--- src/rtl/axis_dma_frame_packer.sv ---
// AXI4-Stream frame packer: buffers input words in a FIFO and cuts them into TLAST-bounded DMA frames.
// Defining FRAME_PACKER_TIMEOUT_EN adds the TIMEOUT_CYCLES port and the idle-timeout FLUSH state.
module axis_dma_frame_packer #(
   parameter int TDATA_WIDTH     = 128,
   parameter int FIFO_DEPTH_LOG2 = 4,
   parameter int FRAME_LEN_WIDTH = 16,
   parameter int TIMEOUT_WIDTH   = 16
) (
   input  logic                       ACLK,
   input  logic                       ARESET,
   input  logic [TDATA_WIDTH-1:0]     S_AXIS_TDATA,
   input  logic [TDATA_WIDTH/8-1:0]   S_AXIS_TKEEP,
   input  logic                       S_AXIS_TVALID,
   input  logic                       S_AXIS_TLAST,
   output logic                       S_AXIS_TREADY,
   output logic [TDATA_WIDTH-1:0]     M_AXIS_TDATA,
   output logic [TDATA_WIDTH/8-1:0]   M_AXIS_TKEEP,
   output logic                       M_AXIS_TVALID,
   output logic                       M_AXIS_TLAST,
   input  logic                       M_AXIS_TREADY,
   input  logic [FRAME_LEN_WIDTH-1:0] FRAME_LEN_WORDS,
`ifdef FRAME_PACKER_TIMEOUT_EN
   input  logic [TIMEOUT_WIDTH-1:0]   TIMEOUT_CYCLES,
`endif
   output logic [31:0]                FRAME_COUNT
);

   localparam int DEPTH = 1 << FIFO_DEPTH_LOG2;
   localparam int KW    = TDATA_WIDTH / 8;
   localparam int CW    = FIFO_DEPTH_LOG2 + 1;
   localparam logic [CW-1:0]              CNT_ONE  = CW'(1);
   localparam logic [CW-1:0]              CNT_TWO  = CW'(2);
   localparam logic [CW-1:0]              CNT_FULL = CW'(DEPTH);
   localparam logic [FIFO_DEPTH_LOG2-1:0] PTR_ONE  = FIFO_DEPTH_LOG2'(1);
   localparam logic [FRAME_LEN_WIDTH-1:0] LEN_ONE  = FRAME_LEN_WIDTH'(1);

`ifdef FRAME_PACKER_TIMEOUT_EN
   typedef enum logic [1:0] {IDLE = 2'd0, ACTIVE = 2'd1, FLUSH = 2'd2} state_t;
`else
   typedef enum logic [1:0] {IDLE = 2'd0, ACTIVE = 2'd1} state_t;
`endif

   state_t                     state_q;
   logic [TDATA_WIDTH-1:0]     data_mem_q [DEPTH];
   logic [KW-1:0]              keep_mem_q [DEPTH];
   logic [DEPTH-1:0]           last_mem_q;
   logic [FIFO_DEPTH_LOG2-1:0] wr_ptr_q, rd_ptr_q;
   logic [CW-1:0]              count_q, count_d;
   logic [FRAME_LEN_WIDTH-1:0] word_cnt_q, len_lat_q;
   logic [31:0]                frame_cnt_q;
`ifdef FRAME_PACKER_TIMEOUT_EN
   logic [TIMEOUT_WIDTH-1:0]   idle_cnt_q;
`endif

   logic                       full, push, pop, pop_last, in_flush, head_last;
   logic [FRAME_LEN_WIDTH-1:0] len_now, len_eff;

`ifdef FRAME_PACKER_TIMEOUT_EN
   assign in_flush = (state_q == FLUSH);
`else
   assign in_flush = 1'b0;
`endif

   // Valid/ready: a word moves when VALID and READY are both high at a rising edge;
   // a source holding VALID keeps its word stable until it is taken.
   assign full          = (count_q == CNT_FULL);
   assign S_AXIS_TREADY = !full && !in_flush && !ARESET;
   assign push          = S_AXIS_TVALID && S_AXIS_TREADY;

   // The frame length is live until the first word of a frame leaves, then frozen.
   assign len_now   = (FRAME_LEN_WORDS == '0) ? LEN_ONE : FRAME_LEN_WORDS;
   assign len_eff   = (word_cnt_q == '0) ? len_now : len_lat_q;
   assign head_last = last_mem_q[rd_ptr_q] || (word_cnt_q == len_eff - LEN_ONE)
                      || (in_flush && count_q == CNT_ONE);

   // The newest word is held back until it is known whether it ends the frame.
   assign M_AXIS_TVALID = !ARESET && ((count_q >= CNT_TWO) || (count_q == CNT_ONE && head_last));
   assign M_AXIS_TLAST  = M_AXIS_TVALID && head_last;
   assign M_AXIS_TDATA  = data_mem_q[rd_ptr_q];
   assign M_AXIS_TKEEP  = keep_mem_q[rd_ptr_q];
   assign FRAME_COUNT   = frame_cnt_q;

   assign pop      = M_AXIS_TVALID && M_AXIS_TREADY;
   assign pop_last = pop && head_last;

   always_comb begin
      count_d = count_q;
      if (push && !pop)      count_d = count_q + CNT_ONE;
      else if (pop && !push) count_d = count_q - CNT_ONE;
   end

   always_ff @(posedge ACLK) begin
      if (ARESET) begin
         for (int i = 0; i < DEPTH; i++) begin
            data_mem_q[i] <= '1;
            keep_mem_q[i] <= '0;
         end
         last_mem_q <= '0;
         wr_ptr_q   <= '0;
         rd_ptr_q   <= '0;
         count_q    <= '0;
      end else begin
         if (push) begin
            data_mem_q[wr_ptr_q] <= S_AXIS_TDATA;
            keep_mem_q[wr_ptr_q] <= S_AXIS_TKEEP;
            last_mem_q[wr_ptr_q] <= S_AXIS_TLAST;
            wr_ptr_q             <= wr_ptr_q + PTR_ONE;
         end
         if (pop) rd_ptr_q <= rd_ptr_q + PTR_ONE;
         count_q <= count_d;
      end
   end

   always_ff @(posedge ACLK) begin
      if (ARESET) begin
         state_q     <= IDLE;
         word_cnt_q  <= '0;
         len_lat_q   <= LEN_ONE;
         frame_cnt_q <= '0;
`ifdef FRAME_PACKER_TIMEOUT_EN
         idle_cnt_q  <= '0;
`endif
      end else begin
         case (state_q)
            IDLE:   if (push) state_q <= ACTIVE;
            ACTIVE: begin
               if (pop_last && count_q == CNT_ONE && !push) state_q <= IDLE;
`ifdef FRAME_PACKER_TIMEOUT_EN
               else if (TIMEOUT_CYCLES != '0 && idle_cnt_q == TIMEOUT_CYCLES && count_q != '0)
                  state_q <= FLUSH;
`endif
            end
`ifdef FRAME_PACKER_TIMEOUT_EN
            FLUSH:  if (pop_last && count_q == CNT_ONE) state_q <= IDLE;
`endif
            default: state_q <= IDLE;
         endcase

`ifdef FRAME_PACKER_TIMEOUT_EN
         if (push || state_q != ACTIVE)  idle_cnt_q <= '0;
         else if (idle_cnt_q != '1)      idle_cnt_q <= idle_cnt_q + TIMEOUT_WIDTH'(1);
`endif

         if (pop) begin
            word_cnt_q <= head_last ? '0 : word_cnt_q + LEN_ONE;
            if (word_cnt_q == '0) len_lat_q <= len_now;
         end
         if (pop_last) frame_cnt_q <= frame_cnt_q + 32'd1;
      end
   end

endmodule

--- config.mk ---
export PLATFORM = sky130hd
export DESIGN_NAME = axis_dma_frame_packer
export DESIGN_NICKNAME = d
export VERILOG_FILES = /design/src/rtl/axis_dma_frame_packer.sv
export SDC_FILE = /design/constraint.sdc
export NUM_CORES = 2
export LEC_CHECK = 0
export ABC_AREA = 0
export CORE_ASPECT_RATIO = 0.5
export CORE_MARGIN = 2
export CORE_UTILIZATION = 50
export CTS_CLUSTER_SIZE = 40
export DETAILED_ROUTE_END_ITERATION = 10
export PLACE_DENSITY = 0.73
export SETUP_SLACK_MARGIN = 0.15
export SYNTH_ARGS = -nofsm -noshare
export SYNTH_HDL_FRONTEND = slang
export SYNTH_SLANG_ARGS = --single-unit
--- constraint.sdc ---
create_clock -name ACLK -period 10.8 [get_ports ACLK]
set_input_delay 1.62 -clock ACLK [delete_from_list [all_inputs] [get_ports ACLK]]
set_output_delay 1.62 -clock ACLK [all_outputs]
set_load 0.02 [all_outputs]
-- Yosys cells after proc, flatten, opt, wreduce, memory -nomap -nowiden
Memory sizes are Yosys's and may differ from the RTL's. A register that Yosys moved wholly into a read port is not among the register bits.
Cells that the tools add are included.
- $add $sub $neg: 7
- $lt $le $gt $ge: 4
- equal/unequal tests: 3
- multiplexer cells: 25
- reduce and logical (&&, ||, !) cells: 21
- operator list (operator ; number):
    two-way mux 128 bit ; 1
    OR reduction 128 bit ; 1
    two-way mux 16 bit ; 4
    adder 32 x 1 -> 32 bit, second input constant ; 1
    logical NOT 16 bit ; 2
    two-way mux 4 bit ; 6
    adder 16 x 1 -> 16 bit, second input constant ; 1
    bitwise mux 16 bit ; 1
    == test 16 bit ; 1
    OR reduction 16 bit ; 1
    subtractor 16 x 1 -> 16 bit, second input constant ; 1
    logical AND 1 bit ; 10
    less-than comparator 4 x 5 -> 1 bit, second input constant ; 2
    two-way mux 5 bit ; 2
    two-way mux 1 bit ; 9
    adder 4 x 1 -> 4 bit, second input constant ; 2
    adder 5 x 1 -> 5 bit, second input constant ; 1
    == test 5 x 1 -> 1 bit, second input constant ; 1
    == test 5 bit, second input constant ; 1
    greater-or-equal comparator 5 x 2 -> 1 bit, second input constant ; 1
    subtractor 5 x 1 -> 5 bit, second input constant ; 1
    binary-select mux 1 bit (select 4 bit) ; 1
    demux 1 bit (select 4 bit) ; 1
    greater-or-equal comparator 4 x 1 -> 1 bit, second input constant ; 1
    3 further kinds ; 7
- flip-flop bits (word level): 93
- memory bits (writable): 2304
- output and inout bits: 179
- memories kept: 2
- memories (name ; depth ; bits a word ; rd ports ; clocked after memory_dff ; wr ports ; RTL line ; text):
    data_mem_q ; 16 ; 128 ; 1 ; 1 ; 16 ; 44 ; logic [TDATA_WIDTH-1:0] data_mem_q [DEPTH];
    keep_mem_q ; 16 ; 16 ; 1 ; 1 ; 16 ; 45 ; logic [KW-1:0] keep_mem_q [DEPTH];

-- Depth between registers and ports, before layout
- word-level depth: 13
- mapped depth: 23

-- Least setup slack after synthesis
Ideal clock, no wire load.
- path kind: input port to output port
- from: in FRAME_LEN_WORDS[9]
- to: out M_AXIS_TLAST
- arrival time: 5.477 ns
- path slack: 3.703 ns
- stages: 16
- buffers on the path: 3
- cell sequence: clkbuf_1 -> or3_1 -> nor4b_4 -> a311o_1 -> o21ai_0 -> ha_1 -> clkbuf_2 -> nor4b_2 -> nand4b_1 -> a311o_1 -> a22oi_1 -> mux2i_1 -> or4_4 -> o31a_1 -> buf_6 -> nor3_1
- cells in the longest elaborated chain, start to end: 10
- RTL lines (what ; RTL line ; text):
    start: declaration ; 21 ; input logic [FRAME_LEN_WIDTH-1:0] FRAME_LEN_WORDS,
    logical NOT 16 bit ; 71 ; assign len_now = (FRAME_LEN_WORDS == '0) ? LEN_ONE : FRAME_LEN_WORDS;
    two-way mux 16 bit (*) ; 71 ;
    two-way mux 16 bit (*) ; n/a ;
    subtractor 16 x 1 -> 16 bit (*) ; 73 ; assign head_last = last_mem_q[rd_ptr_q] || (word_cnt_q == len_eff - LEN_ONE)
    == test 16 bit (*) ; 73 ;
    logical OR 1 bit (*) ; 73 ;
    logical AND 1 bit ; 77 ; assign M_AXIS_TVALID = !ARESET && ((count_q >= CNT_TWO) || (count_q == CNT_ONE && head_last));
    logical OR 1 bit ; 77 ;
    logical AND 1 bit ; 77 ;
    logical AND 1 bit (*) ; 78 ; assign M_AXIS_TLAST = M_AXIS_TVALID && head_last;
    end: declaration ; 19 ; output logic M_AXIS_TLAST,
Mark *: on every way between the ends. The rest lies on a longest branch, timed or not.

-- Final worst setup path
- from: in FRAME_LEN_WORDS[9]
- to: out M_AXIS_TVALID
- cells in the longest elaborated chain, start to end: 9
- RTL lines (what ; RTL line ; text):
    logical NOT 16 bit ; 71 ;
    two-way mux 16 bit (*) ; 71 ;
    two-way mux 16 bit (*) ; n/a ;
    subtractor 16 x 1 -> 16 bit (*) ; 73 ;
    == test 16 bit (*) ; 73 ;
    logical OR 1 bit (*) ; 73 ;
    logical AND 1 bit (*) ; 77 ;
    logical OR 1 bit (*) ; 77 ;
    logical AND 1 bit (*) ; 77 ;
    end: declaration ; 18 ; output logic M_AXIS_TVALID,
Marked as above.

==> run metrics <==
Num Clock Sinks 2401; row count 120; sequential standard cell area ~70000 um^2; Final Cycle Share 79.6%; Synth Instances about 7000; GPL Wtd Cong 0.803; Slew Viols, Final 0; Reg2Reg Setup Slack 4.11 ns; commonest cells in the netlist edfxtp_1, or3_1, mux4_2; cts repair resizes 0; slowest CP cell clkdlybuf4s50_1; count of state elements after synthesis 2401; Clock Tree Root clkbuf_16; Pre-antenna DRT Iters 5; Post-Syn Nets 7005; Max VDD drop 0.141 mV; Die ar. 221000 um^2; post-route ant nets 0; Core ar. roughly 220000 um^2; crit path kind in -> out; Max-cap violations 0; clock group share of total power 37.9%; CP top delay family simple AND/OR/NAND/NOR gates; die height 334 um; r2r startpoint word_cnt_q[0]; register area share after synthesis 65.4%; Die Width 663 um; Setup crit start kind primary input; Worst Path Buf+Inv 2; synth top area cells edfxtp_1, mux4_2, or3_1; Synth cell types slightly below 70; leakage about 28 nW; initial antenna violation count 34; CP Capture Type primary output; mapped cell area roughly 110000 um^2; DR vias/cell roughly 6.4; min-delay src last_mem_q[10]; FMAX 0.116 GHz; worst path required time approximately 9.2 ns; global-route wire length before repair about 430 mm; worst slew pin tran 1.24 ns; clock-pin slew on the worst setup and hold paths 0.06 ns; combinational share of power 9.0%; CP cell instances clkdlybuf4s50_1 -> or3_1 -> nor4b_4 -> a311o_1 -> o21ai_0 -> ha_1 -> nor4b_2 -> nand4b_1 -> a311o_1 -> a22oi_1 -> mux2i_1 -> or4_4 -> o31a_1 -> nor2b_1 -> nor2_1 -> nor2_1 -> clkdlybuf4s50_1; GR Overflow Total 0; CTS max path bufs 4; DRC violations left 0; WP depth 17; RSZ-0062 raised after global routing no; postcts setup bufs 0; cts hold-fix bufs 0; Top FF cell, synth edfxtp_1; Hold Slack 0.489 ns; vias around 62000; H-Tree Depth 4; Largest stage delay, worst path approximately 0.64 ns; Hold Path Stages 2; hold crit path type reg -> reg; initial core utilization 50.5%; Crit Path Max Fanout 11; Tmin final 8.60 ns; Worst R2R Path Depth 17; count of final setup violators 0; setup TNS 0 ns; Setup crit start FRAME_LEN_WORDS[9]; Synth top area share 63.7%; Switch Pwr 0.00456 W; 1st-iter DRT viols 7701; fillcell total between 15000 and 20000; Port Buffers 343; cell taking the most area after synthesis edfxtp_1; Ports 344; critical path arrival 6.98 ns; Multi-input gate area 34700 um^2; switch share 23.4%; internal power 0.0149 W; Routed WL between 200 and 300 mm; Final #Nets 6903; run status complete, no violations; Area growth syn-to-layout 11.0%; most common cell in the synthesized netlist edfxtp_1; syn_area_per_cell 15.9 um^2; Sequential Power Share 53.0%; TritonCTS Buffers 216; Warnings, synthesis 0; Slew headroom ~17%; Post-synth ARST share 0%; CTS tree built; power per cell area 162 nW/um^2; layout cell share with drive strength beyond 1 16.8%; Skew-Pair Late Insertion Delay just under 0.9 ns; number of synthesized flops with an enable pin 2304; Final Hold Fails 0; largest net degree at the start of global routing 227; Worst Skew 0.0900 ns; Final HPWL DP approximately 140 mm; total track usage 25.8%; WL/cell slightly below 30 um; vias in the first global route around 64000
## tightest hold or removal path, cell delays in order (launching register included)
cell     delay (ns)
dfxtp_1        0.32
mux2i_1        0.06
nor2_1         0.07
## stage by stage
stage | total power [W] | utilization (%) | cells | setup slack, ns | cell area [um^2]
after detailed placement | 0.0123 | 53.1 | 9374 | 2.28 | 114000
after global placement | 0.0123 | 53.1 | 9374 | 2.39 | 114000
after CTS | 0.0196 | 56.1 | 9754 | 2.26 | 121000
after global routing | 0.0200 | 56.1 | 9769 | 1.90 | 121000
final | 0.0195 | 56.1 | 9773 | 2.20 | 121000
after floorplan | 0.0116 | - | 6827 | 3.70 | 109000
## final timing paths
kind / to
worst min-delay path: last_mem_q[10]
worst max-delay path: M_AXIS_TVALID
worst min register to register: last_mem_q[10]
worst max register to register: FRAME_COUNT[22]
## kinds of logic after synthesis
family / synth area share, %
adder cells (fa/ha/maj): 0.150
AND/OR/NAND/NOR: 15.0
buffers and inverters: 2.78
XOR/XNOR: 0.287
AO/OA/AOI/OAI: 0.848
multiplexers: 15.4
flip-flops: 65.4
## cell type report
cell class / instances / share of cell area, %
clock buffers: 270 / 4.71
diodes: 19 / 0.0394
repair buffers: 455 / 3.83
flip-flops and latches: 2401 / 59.0
inverters: 18 / 0.0560
multi-input cells: 3633 / 28.7
well taps: 2867 / 2.97
clock inverters: 110 / 0.696
## power groups by stage
stage               registers, W  logic, W  clock network (W)
CTS                       0.0103   0.00178            0.00746
detailed placement        0.0105   0.00177                  0
floorplan                 0.0105   0.00108                  0
global placement          0.0105   0.00177                  0
finish                    0.0103   0.00176            0.00740
global route              0.0103   0.00187            0.00781
## layout by cell type (no fill, tap or decap), types with 5 or more instances in the layout
master	count
nand4_1	17
inv_1	18
clkinv_1	57
or3_1	1553
nor2_1	94
nand2b_1	520
diode_2	19
clkinv_2	36
o31ai_1	14
or4_1	12
nor3_1	20
nand4b_1	5
clkbuf_1	50
clkdlybuf4s50_1	342
buf_12	28
nand2_4	5
bufinv_16	14
nand3_1	30
mux4_2	711
dfxtp_1	93
buf_4	85
edfxtp_1	2304
nor2b_1	25
xnor2_1	24
a211oi_1	17
nand2_1	38
mux2_2	12
clkbuf_16	219
nor4_1	11
or2_4	16
nor3_2	5
and3_1	11
o21ai_0	27
ha_1	13
a21oi_1	45
xor2_1	9
mux2i_1	64
and2_1	262
## sequential cells by signal, indices dropped and copies added, names as in the netlist, named ones only
| signal | flops |
|---|---|
| FRAME_COUNT | 32 |
| last_mem_q | 16 |
| data_mem_q | 2048 |
| keep_mem_q | 256 |
| len_lat_q | 16 |
| word_cnt_q | 16 |
| wr_ptr_q | 4 |
| rd_ptr_q | 4 |
| count_q | 5 |
## metal layers
layer / vias up / part of all wire [%] / global-route usage [%]
met4: 16 / 2.4 / 6.72
met1: 32535 / 39 / 36.5
met3: 399 / 9.1 / 3.75
li1: 26378 / - / -
met2: 3159 / 49 / 42.4
met5: - / 0.035 / 0
Note: power is estimated with default switching activity, not from simulation.
